[src/rtl/dvs_evt_pkg.sv]
// Shared types and constants for the DVS event path.
//   P_NONE / P_ON / P_OFF : 2-bit polarity codes carried in dvs_event_t.p
//   COORD_W / TS_W        : widths of the x/y coordinate and timestamp fields
//   dvs_event_t           : packed address-event {x, y, t, p}
package dvs_evt_pkg;

    localparam int COORD_W = 2;
    localparam int TS_W    = 2;

    localparam logic [1:0] P_NONE = 2'b00;
    localparam logic [1:0] P_ON   = 2'b01;
    localparam logic [1:0] P_OFF  = 2'b10;

    typedef struct packed {
        logic [COORD_W-1:0] x;
        logic [COORD_W-1:0] y;
        logic [TS_W-1:0]    t;
        logic [1:0]         p;
    } dvs_event_t;

endpackage

[src/rtl/dvs_evt_fifo.sv]
// Small synchronous FIFO of dvs_event_t used to buffer events between the
// comparator stage and the output hold register.
//   clk, rst_n : clock, synchronous active-low reset (empties the FIFO)
//   push, din  : write request and data; a push on a full FIFO is only
//                taken when a pop happens in the same cycle
//   pop        : read request, ignored when empty
//   dout       : current head entry (valid whenever empty=0)
//   full/empty : occupancy flags
module dvs_evt_fifo
    import dvs_evt_pkg::*;
#(
    parameter int DEPTH = 4
) (
    input  logic       clk,
    input  logic       rst_n,
    input  logic       push,
    input  dvs_event_t din,
    input  logic       pop,
    output dvs_event_t dout,
    output logic       full,
    output logic       empty
);

    localparam int AW = $clog2(DEPTH);

    dvs_event_t    mem [DEPTH];
    logic [AW-1:0] wr_ptr;
    logic [AW-1:0] rd_ptr;
    logic [AW:0]   count;
    logic          do_push;
    logic          do_pop;

    assign full    = (count == (AW+1)'(DEPTH));
    assign empty   = (count == '0);
    assign do_pop  = pop & ~empty;
    // A full FIFO still takes a write when the head leaves in the same cycle.
    assign do_push = push & (~full | do_pop);
    assign dout    = mem[rd_ptr];

    // Storage array: no reset needed, entries are only read once written.
    always_ff @(posedge clk) begin
        if (do_push) begin
            mem[wr_ptr] <= din;
        end
    end

    // Pointer and occupancy bookkeeping; pointers wrap naturally because
    // DEPTH is a power of two.
    always_ff @(posedge clk) begin
        if (!rst_n) begin
            wr_ptr <= '0;
            rd_ptr <= '0;
            count  <= '0;
        end else begin
            if (do_push) begin
                wr_ptr <= wr_ptr + AW'(1);
            end
            if (do_pop) begin
                rd_ptr <= rd_ptr + AW'(1);
            end
            case ({do_push, do_pop})
                2'b10:   count <= count + (AW+1)'(1);
                2'b01:   count <= count - (AW+1)'(1);
                default: count <= count;
            endcase
        end
    end

endmodule

[src/rtl/dvs_event_encoder.sv]
// DVS event encoder: compares per-pixel intensity samples of a 4x4 array
// against a stored reference and emits ON/OFF address-events {x,y,t,p}
// through a FIFO and a minimum-hold valid/ready output register.
//   clk, rst_n            : clock, synchronous active-low reset
//   pix_valid/x/y/val     : incoming sample, at most one per cycle
//   x_out/y_out/t_out/p_out, ev_valid, ev_ready : held event output
//   overflow              : sticky flag, an event was lost on a full FIFO
// Build option: define DVS_REFRACTORY_EN to add a per-pixel dead time of
// REFRACT_CYC cycles after each emitted event.
module dvs_event_encoder
    import dvs_evt_pkg::*;
#(
    parameter int INT_W      = 8,
    parameter int THRESH     = 16,
    parameter int FIFO_DEPTH = 4,
    parameter int TS_DIV     = 4,
    parameter int MIN_HOLD   = 6
`ifdef DVS_REFRACTORY_EN
    ,
    parameter int REFRACT_CYC = 8
`endif
) (
    input  logic             clk,
    input  logic             rst_n,
    input  logic             pix_valid,
    input  logic [1:0]       pix_x,
    input  logic [1:0]       pix_y,
    input  logic [INT_W-1:0] pix_val,
    output logic [1:0]       x_out,
    output logic [1:0]       y_out,
    output logic [1:0]       t_out,
    output logic [1:0]       p_out,
    output logic             ev_valid,
    input  logic             ev_ready,
    output logic             overflow
);

    localparam int NPIX    = 16;
    localparam int PRESC_W = (TS_DIV > 1) ? $clog2(TS_DIV) : 1;
    localparam int HOLD_W  = (MIN_HOLD > 1) ? $clog2(MIN_HOLD) : 1;
    localparam logic signed [INT_W:0] THR = (INT_W+1)'(THRESH);

    logic [PRESC_W-1:0] presc;
    logic [TS_W-1:0]    ts;

    logic [INT_W-1:0]   ref_q [NPIX];
    logic [NPIX-1:0]    init_q;
    logic [3:0]         idx;
    logic signed [INT_W:0] diff;
    logic               blocked;
    logic               fire_on;
    logic               fire_off;
    logic               fire;
    logic [1:0]         pol;

    logic               s1_valid;
    dvs_event_t         s1_ev;

    dvs_event_t         head;
    logic               fifo_full;
    logic               fifo_empty;

    dvs_event_t         out_ev;
    logic               out_valid;
    logic [HOLD_W-1:0]  hold_cnt;
    logic               accept;
    logic               load;
    logic               overflow_q;

    assign idx = {pix_y, pix_x};

    // Timestamp generator: the prescaler divides clk by TS_DIV and the
    // 2-bit stamp advances once per prescaler wrap, wrapping 3 -> 0.
    always_ff @(posedge clk) begin
        if (!rst_n) begin
            presc <= '0;
            ts    <= '0;
        end else if (presc == PRESC_W'(TS_DIV - 1)) begin
            presc <= '0;
            ts    <= ts + TS_W'(1);
        end else begin
            presc <= presc + PRESC_W'(1);
        end
    end

`ifdef DVS_REFRACTORY_EN
    localparam int RC_W = $clog2(REFRACT_CYC + 1);
    logic [RC_W-1:0] refr_q [NPIX];

    assign blocked = (refr_q[idx] != '0);

    // Per-pixel dead-time counters: reloaded whenever the pixel emits an
    // event (even if the FIFO later drops it) and otherwise count to zero.
    always_ff @(posedge clk) begin
        if (!rst_n) begin
            for (int i = 0; i < NPIX; i++) begin
                refr_q[i] <= '0;
            end
        end else begin
            for (int i = 0; i < NPIX; i++) begin
                if (fire && (idx == 4'(i))) begin
                    refr_q[i] <= RC_W'(REFRACT_CYC);
                end else if (refr_q[i] != '0) begin
                    refr_q[i] <= refr_q[i] - RC_W'(1);
                end
            end
        end
    end
`else
    assign blocked = 1'b0;
`endif

    // Contrast comparator: signed difference one bit wider than the
    // samples so that both directions are representable without overflow.
    always_comb begin
        diff     = $signed({1'b0, pix_val}) - $signed({1'b0, ref_q[idx]});
        fire_on  = pix_valid & init_q[idx] & ~blocked & (diff >= THR);
        fire_off = pix_valid & init_q[idx] & ~blocked & (diff <= -THR);
        fire     = fire_on | fire_off;
        pol      = P_NONE;
        if (fire_on) begin
            pol = P_ON;
        end else if (fire_off) begin
            pol = P_OFF;
        end
    end

    // Reference memory and stage-1 event register. The first sample of a
    // pixel only seeds its reference; later samples move the reference
    // only when they produce an event.
    always_ff @(posedge clk) begin
        if (!rst_n) begin
            init_q   <= '0;
            s1_valid <= 1'b0;
            s1_ev    <= '0;
            for (int i = 0; i < NPIX; i++) begin
                ref_q[i] <= '0;
            end
        end else begin
            s1_valid <= fire;
            s1_ev    <= '{x: pix_x, y: pix_y, t: ts, p: pol};
            if (pix_valid && !init_q[idx]) begin
                init_q[idx] <= 1'b1;
                ref_q[idx]  <= pix_val;
            end else if (fire) begin
                ref_q[idx]  <= pix_val;
            end
        end
    end

    dvs_evt_fifo #(
        .DEPTH (FIFO_DEPTH)
    ) u_fifo (
        .clk   (clk),
        .rst_n (rst_n),
        .push  (s1_valid),
        .din   (s1_ev),
        .pop   (load),
        .dout  (head),
        .full  (fifo_full),
        .empty (fifo_empty)
    );

    assign accept = out_valid & ev_ready & (hold_cnt == HOLD_W'(MIN_HOLD - 1));
    // Refill on the accepting edge itself so back-to-back events keep
    // ev_valid high without a bubble.
    assign load   = ~fifo_empty & (~out_valid | accept);

    // Output hold register: an event is held for at least MIN_HOLD cycles
    // before ev_ready is honoured, and the fields read as zero when empty.
    // The overflow flag latches whenever stage 1 finds the FIFO full and
    // nothing leaves it in the same cycle.
    always_ff @(posedge clk) begin
        if (!rst_n) begin
            out_valid  <= 1'b0;
            out_ev     <= '0;
            hold_cnt   <= '0;
            overflow_q <= 1'b0;
        end else begin
            if (s1_valid && fifo_full && !load) begin
                overflow_q <= 1'b1;
            end
            if (load) begin
                out_valid <= 1'b1;
                out_ev    <= head;
                hold_cnt  <= '0;
            end else if (accept) begin
                out_valid <= 1'b0;
                out_ev    <= '0;
            end else if (out_valid && (hold_cnt != HOLD_W'(MIN_HOLD - 1))) begin
                hold_cnt  <= hold_cnt + HOLD_W'(1);
            end
        end
    end

    assign x_out    = out_ev.x;
    assign y_out    = out_ev.y;
    assign t_out    = out_ev.t;
    assign p_out    = out_ev.p;
    assign ev_valid = out_valid;
    assign overflow = overflow_q;

endmodule
[config.mk]
export PLATFORM = sky130hd
export DESIGN_NAME = dvs_event_encoder
export DESIGN_NICKNAME = d
export VERILOG_FILES = /design/src/rtl/dvs_evt_pkg.sv /design/src/rtl/dvs_evt_fifo.sv /design/src/rtl/dvs_event_encoder.sv
export SDC_FILE = /design/constraint.sdc
export NUM_CORES = 1
export LEC_CHECK = 0
export BUFFER_PORTS_ARGS = -buffer_cell sky130_fd_sc_hd__buf_2
export CORE_UTILIZATION = 45
export DETAILED_ROUTE_END_ITERATION = 10
export PLACE_DENSITY_LB_ADDON = 0.05
export SETUP_SLACK_MARGIN = 0.5
export SLEW_MARGIN = 20
export SYNTH_ARGS = -nofsm -noshare
export SYNTH_HDL_FRONTEND = slang
export SYNTH_SLANG_ARGS = --single-unit
[constraint.sdc]
create_clock -name clk -period 9.8 [get_ports clk]
set_input_delay 1.47 -clock clk [delete_from_list [all_inputs] [get_ports clk]]
set_output_delay 1.47 -clock clk [all_outputs]
set_load 0.02 [all_outputs]
==> impl_metrics.yaml <==
worst_setup_path:
  crit_family: "compound AO/OA/AOI/OAI gates"
  worstPathRequired_ns: 9.89
  start_kind: "input pin"
  worstPathArrival_ns: 6.73
  cpPeakStageDelay_ns: 0.84
  r2r_setup_slack_ns: 4.66
  cp-end-kind: "flip-flop"
  cp.depth: 13
  reg2reg_depth: 11
  path_class: "input pin to flip-flop"
  path_max_fanout: 21
  rr_startpoint: "ref_q[0][0]$_SDFFCE_PN0P_"
  critPathSlowestCell: "a22oi_2"
  path_cells: "buf_2 > buf_4 > mux4_2 > mux4_2 > ha_1 > fa_1 > nor2b_1 > o22ai_1 > xor2_1 > a2111oi_2 > a41oi_4 > a22oi_2 > o21ai_0"
  r2r-end: "ref_q[8][4]$_SDFFCE_PN0P_"
  cpMostUsedCell: "mux4_2"
  critPathBufInv: 2
sta:
  grt_setup_unrepaired: "no"
  hold_violations: 0
  clock-skew-final_ns: 0.0107
  period_share_pct: 67.7
  final.min_clock_period_ns: 6.64
  relSlewSlack_pct: 27.9
  setup_violations: 0
  worstMarginPinSlew_ns: 1.07
  whs_ns: 0.431
  finalSetupTns_ns: 0
  maxSlewViolCount: 0
  max_clock_freq_mhz: 151
detailed_routing:
  drt-met1-wl_mm: 9.57
  wl_per_cell_um: 23.7
  wl_met2_mm: 12.0
  route.met3.wl_mm: 1.29
  top_layer: "met4"
  route.final.wire_length_mm: 23.5
  firstDrtPassIters: 4
  vias: 5655
  ant_nets: 0
  viasPerCell: 5.69
  drt_iter0_drc: 389
  drc: 0
power:
  vdd_drop_max_mv: 0.110
  intPower_mw: 1.65
  p_switching_uw: 571
  power.total_mw: 2.22
  power_leakage_nw: 3.72
  power.share.clock_pct: 38.7
  share_comb_of_total_power_pct: 14.6
  p_per_area_nw_per_um2: 196
  p_sw_share_pct: 25.7
  pwr-share-seq_pct: 46.7
global_route:
  antenna_found_initial: 0
  gr-usage-all-layers_pct: 20.7
  grt_pass1_wl_mm: 36.7
  overflow: 0
  grt_max_degree: 65
  grt_pass1_vias: 5970
flow_run:
  maxCapViolCount: 0
place:
  gp_congestion: 0.785
  hpwl_mm: 15.3
  port_buffers: 25
  dp.cells: 950
  placed_area_um2: 10500
synth:
  ys_types: 60
  yosys_warnings: 0
  synth-main-ff-cell: "edfxtp_1"
  synth.net_count: 717
  synth-edff-count: 160
  avgSynthCellArea_um2: 15.3
  ys_seq_elements: 211
  syn_inst: 683
  netlist_area_um2: 10400
  synth_seq_area_share_pct: 55.9
  ys_async_sr_fraction_pct: 0
clocking:
  htree_levels: 1
  cts_inserted_buffers: 24
  cts_buffer_depth: 3
  clkTransAtPathRegs_ns: 0.06
  hold_buffers: 0
  clockRootBuffer: "clkbuf_16"
  cts_setup_buffers: 0
  cts.sinks: 211
  worstSkewPairLatency_ns: 0.51
  ctsResizeCount: 0
  cts_tree: "yes"
layout:
  fin_cells: 994
  fin_nets: 725
  syn2layout_area_growth_pct: 8.59
  stdcell_area_um2: 11300
  antenna_cells: 0
  drive_above_1_share_pct: 33.9
  fill_cells: 1908
min_path:
  hp-start: "presc[0]$_SDFF_PP0_"
  hp-class: "flip-flop to flip-flop"
  min_to: "presc[0]$_SDFF_PP0_"
  whs_path_depth: 1
die:
  coreArea_um2: 22600
  fp.dieH_um: 154
  rows: 55
  start_util_pct: 46.0
  die_w_um: 154
  ios: 26
  die_area_um2: 23800
status:
  status: "finished, final reports clean"
logic make-up after synthesis:
group                    count (synthesis)  synth area share (%)
AO/OA/AOI/OAI                           72                  4.92
XOR/XNOR                                13                  1.09
adder cells (fa/ha/maj)                 18                  2.31
AND/OR/NAND/NOR                        237                  19.3
flip-flops                             211                  55.9
buffers and inverters                   77                  4.90
multiplexers                            55                  11.6
cell type report:
type / count / area [um2] / area share [%]
clock inverter: 12 / 77.6 / 0.686
multi-input combinational: 395 / 4080 / 36.1
clock buffer: 32 / 692 / 6.12
tap: 285 / 357 / 3.15
timing repair buffer: 32 / 178 / 1.57
sequential: 211 / 5830 / 51.5
inverter: 27 / 101 / 0.896
through the flow:
stage          utilization (%)  setup slack [ns]
3_5_place_dp              46.6              2.59
3_3_place_gp              46.6              2.75
2_1_floorplan                -              4.29
5_1_grt                   50.0              2.86
6_report                  50.0              3.16
4_1_cts                   50.0              3.12
power groups by stage:
stage | logic [mW] | registers, mW | clock network [mW]
after CTS | 0.331 | 1.04 | 0.883
after floorplan | 0.256 | 1.05 | 0
after global placement | 0.318 | 1.06 | 0
final | 0.325 | 1.04 | 0.860
after detailed placement | 0.330 | 1.06 | 0
after global routing | 0.358 | 1.04 | 0.916
synth_stat cells, types with 7 or more instances:
cell type  instances  area [um2]
mux4_2            51        1150
and2_1            18         113
a22oi_1            8        60.1
clkinv_1           8        30.0
dfxtp_1           51        1020
clkbuf_1          24        90.1
nor2b_1           15        93.8
xnor2_1            7        61.3
o21ai_1           10        50.1
nor3_2            20         200
buf_12            11         220
nor3b_2           88        1100
and3_1             7        43.8
nor2_1            13        48.8
edfxtp_1         160        4800
o21ai_0           26         130
nor3_1            19        95.1
ha_1              16         200
buf_2              7        35.0
nor3b_1            9        67.6
inv_1             17        63.8
nand2_1           29         109
how the worst max path moves through the flow:
stage,end,slack [ns],from
6_report,ref_q[8][4]$_SDFFCE_PN0P_,3.16,pix_x[0]
5_1_grt,ref_q[8][6]$_SDFFCE_PN0P_,2.86,pix_x[0]
4_1_cts,ref_q[12][3]$_SDFFCE_PN0P_,3.12,pix_x[0]
3_5_place_dp,ref_q[12][5]$_SDFFCE_PN0P_,2.59,pix_x[0]
3_3_place_gp,ref_q[0][3]$_SDFFCE_PN0P_,2.75,pix_x[0]
2_1_floorplan,ref_q[13][0]$_SDFFCE_PN0P_,4.29,pix_x[0]
sequential cells by signal, summed over array words and instances, names as in the netlist, 3 cells and up, named ones only:
| register | flops |
|---|---|
| u_fifo.count | 3 |
| s1_ev | 8 |
| ref_q | 128 |
| init_q | 16 |
| u_fifo.mem | 32 |
| hold_cnt | 3 |
layer usage:
metal,vias to the layer above,GRT usage (%)
met3,51,3.47
met5,-,0
li1,2618,-
met1,2811,26.4
met4,0,6.62
met2,175,36.0
placed cells by master, fill, tap and decap left out, drive strengths merged, types with 18 or more instances in the layout:
cell    netlist  final
clkinv        8     19
dfxtp        51     51
buf          26     32
edfxtp      160    160
clkbuf       24     32
o21ai        36     36
nand2        29     29
nor3b        97     97
inv          19     19
nor3         39     39
and2         18     18
mux4         52     52
(Power assumes the default switching activity.)
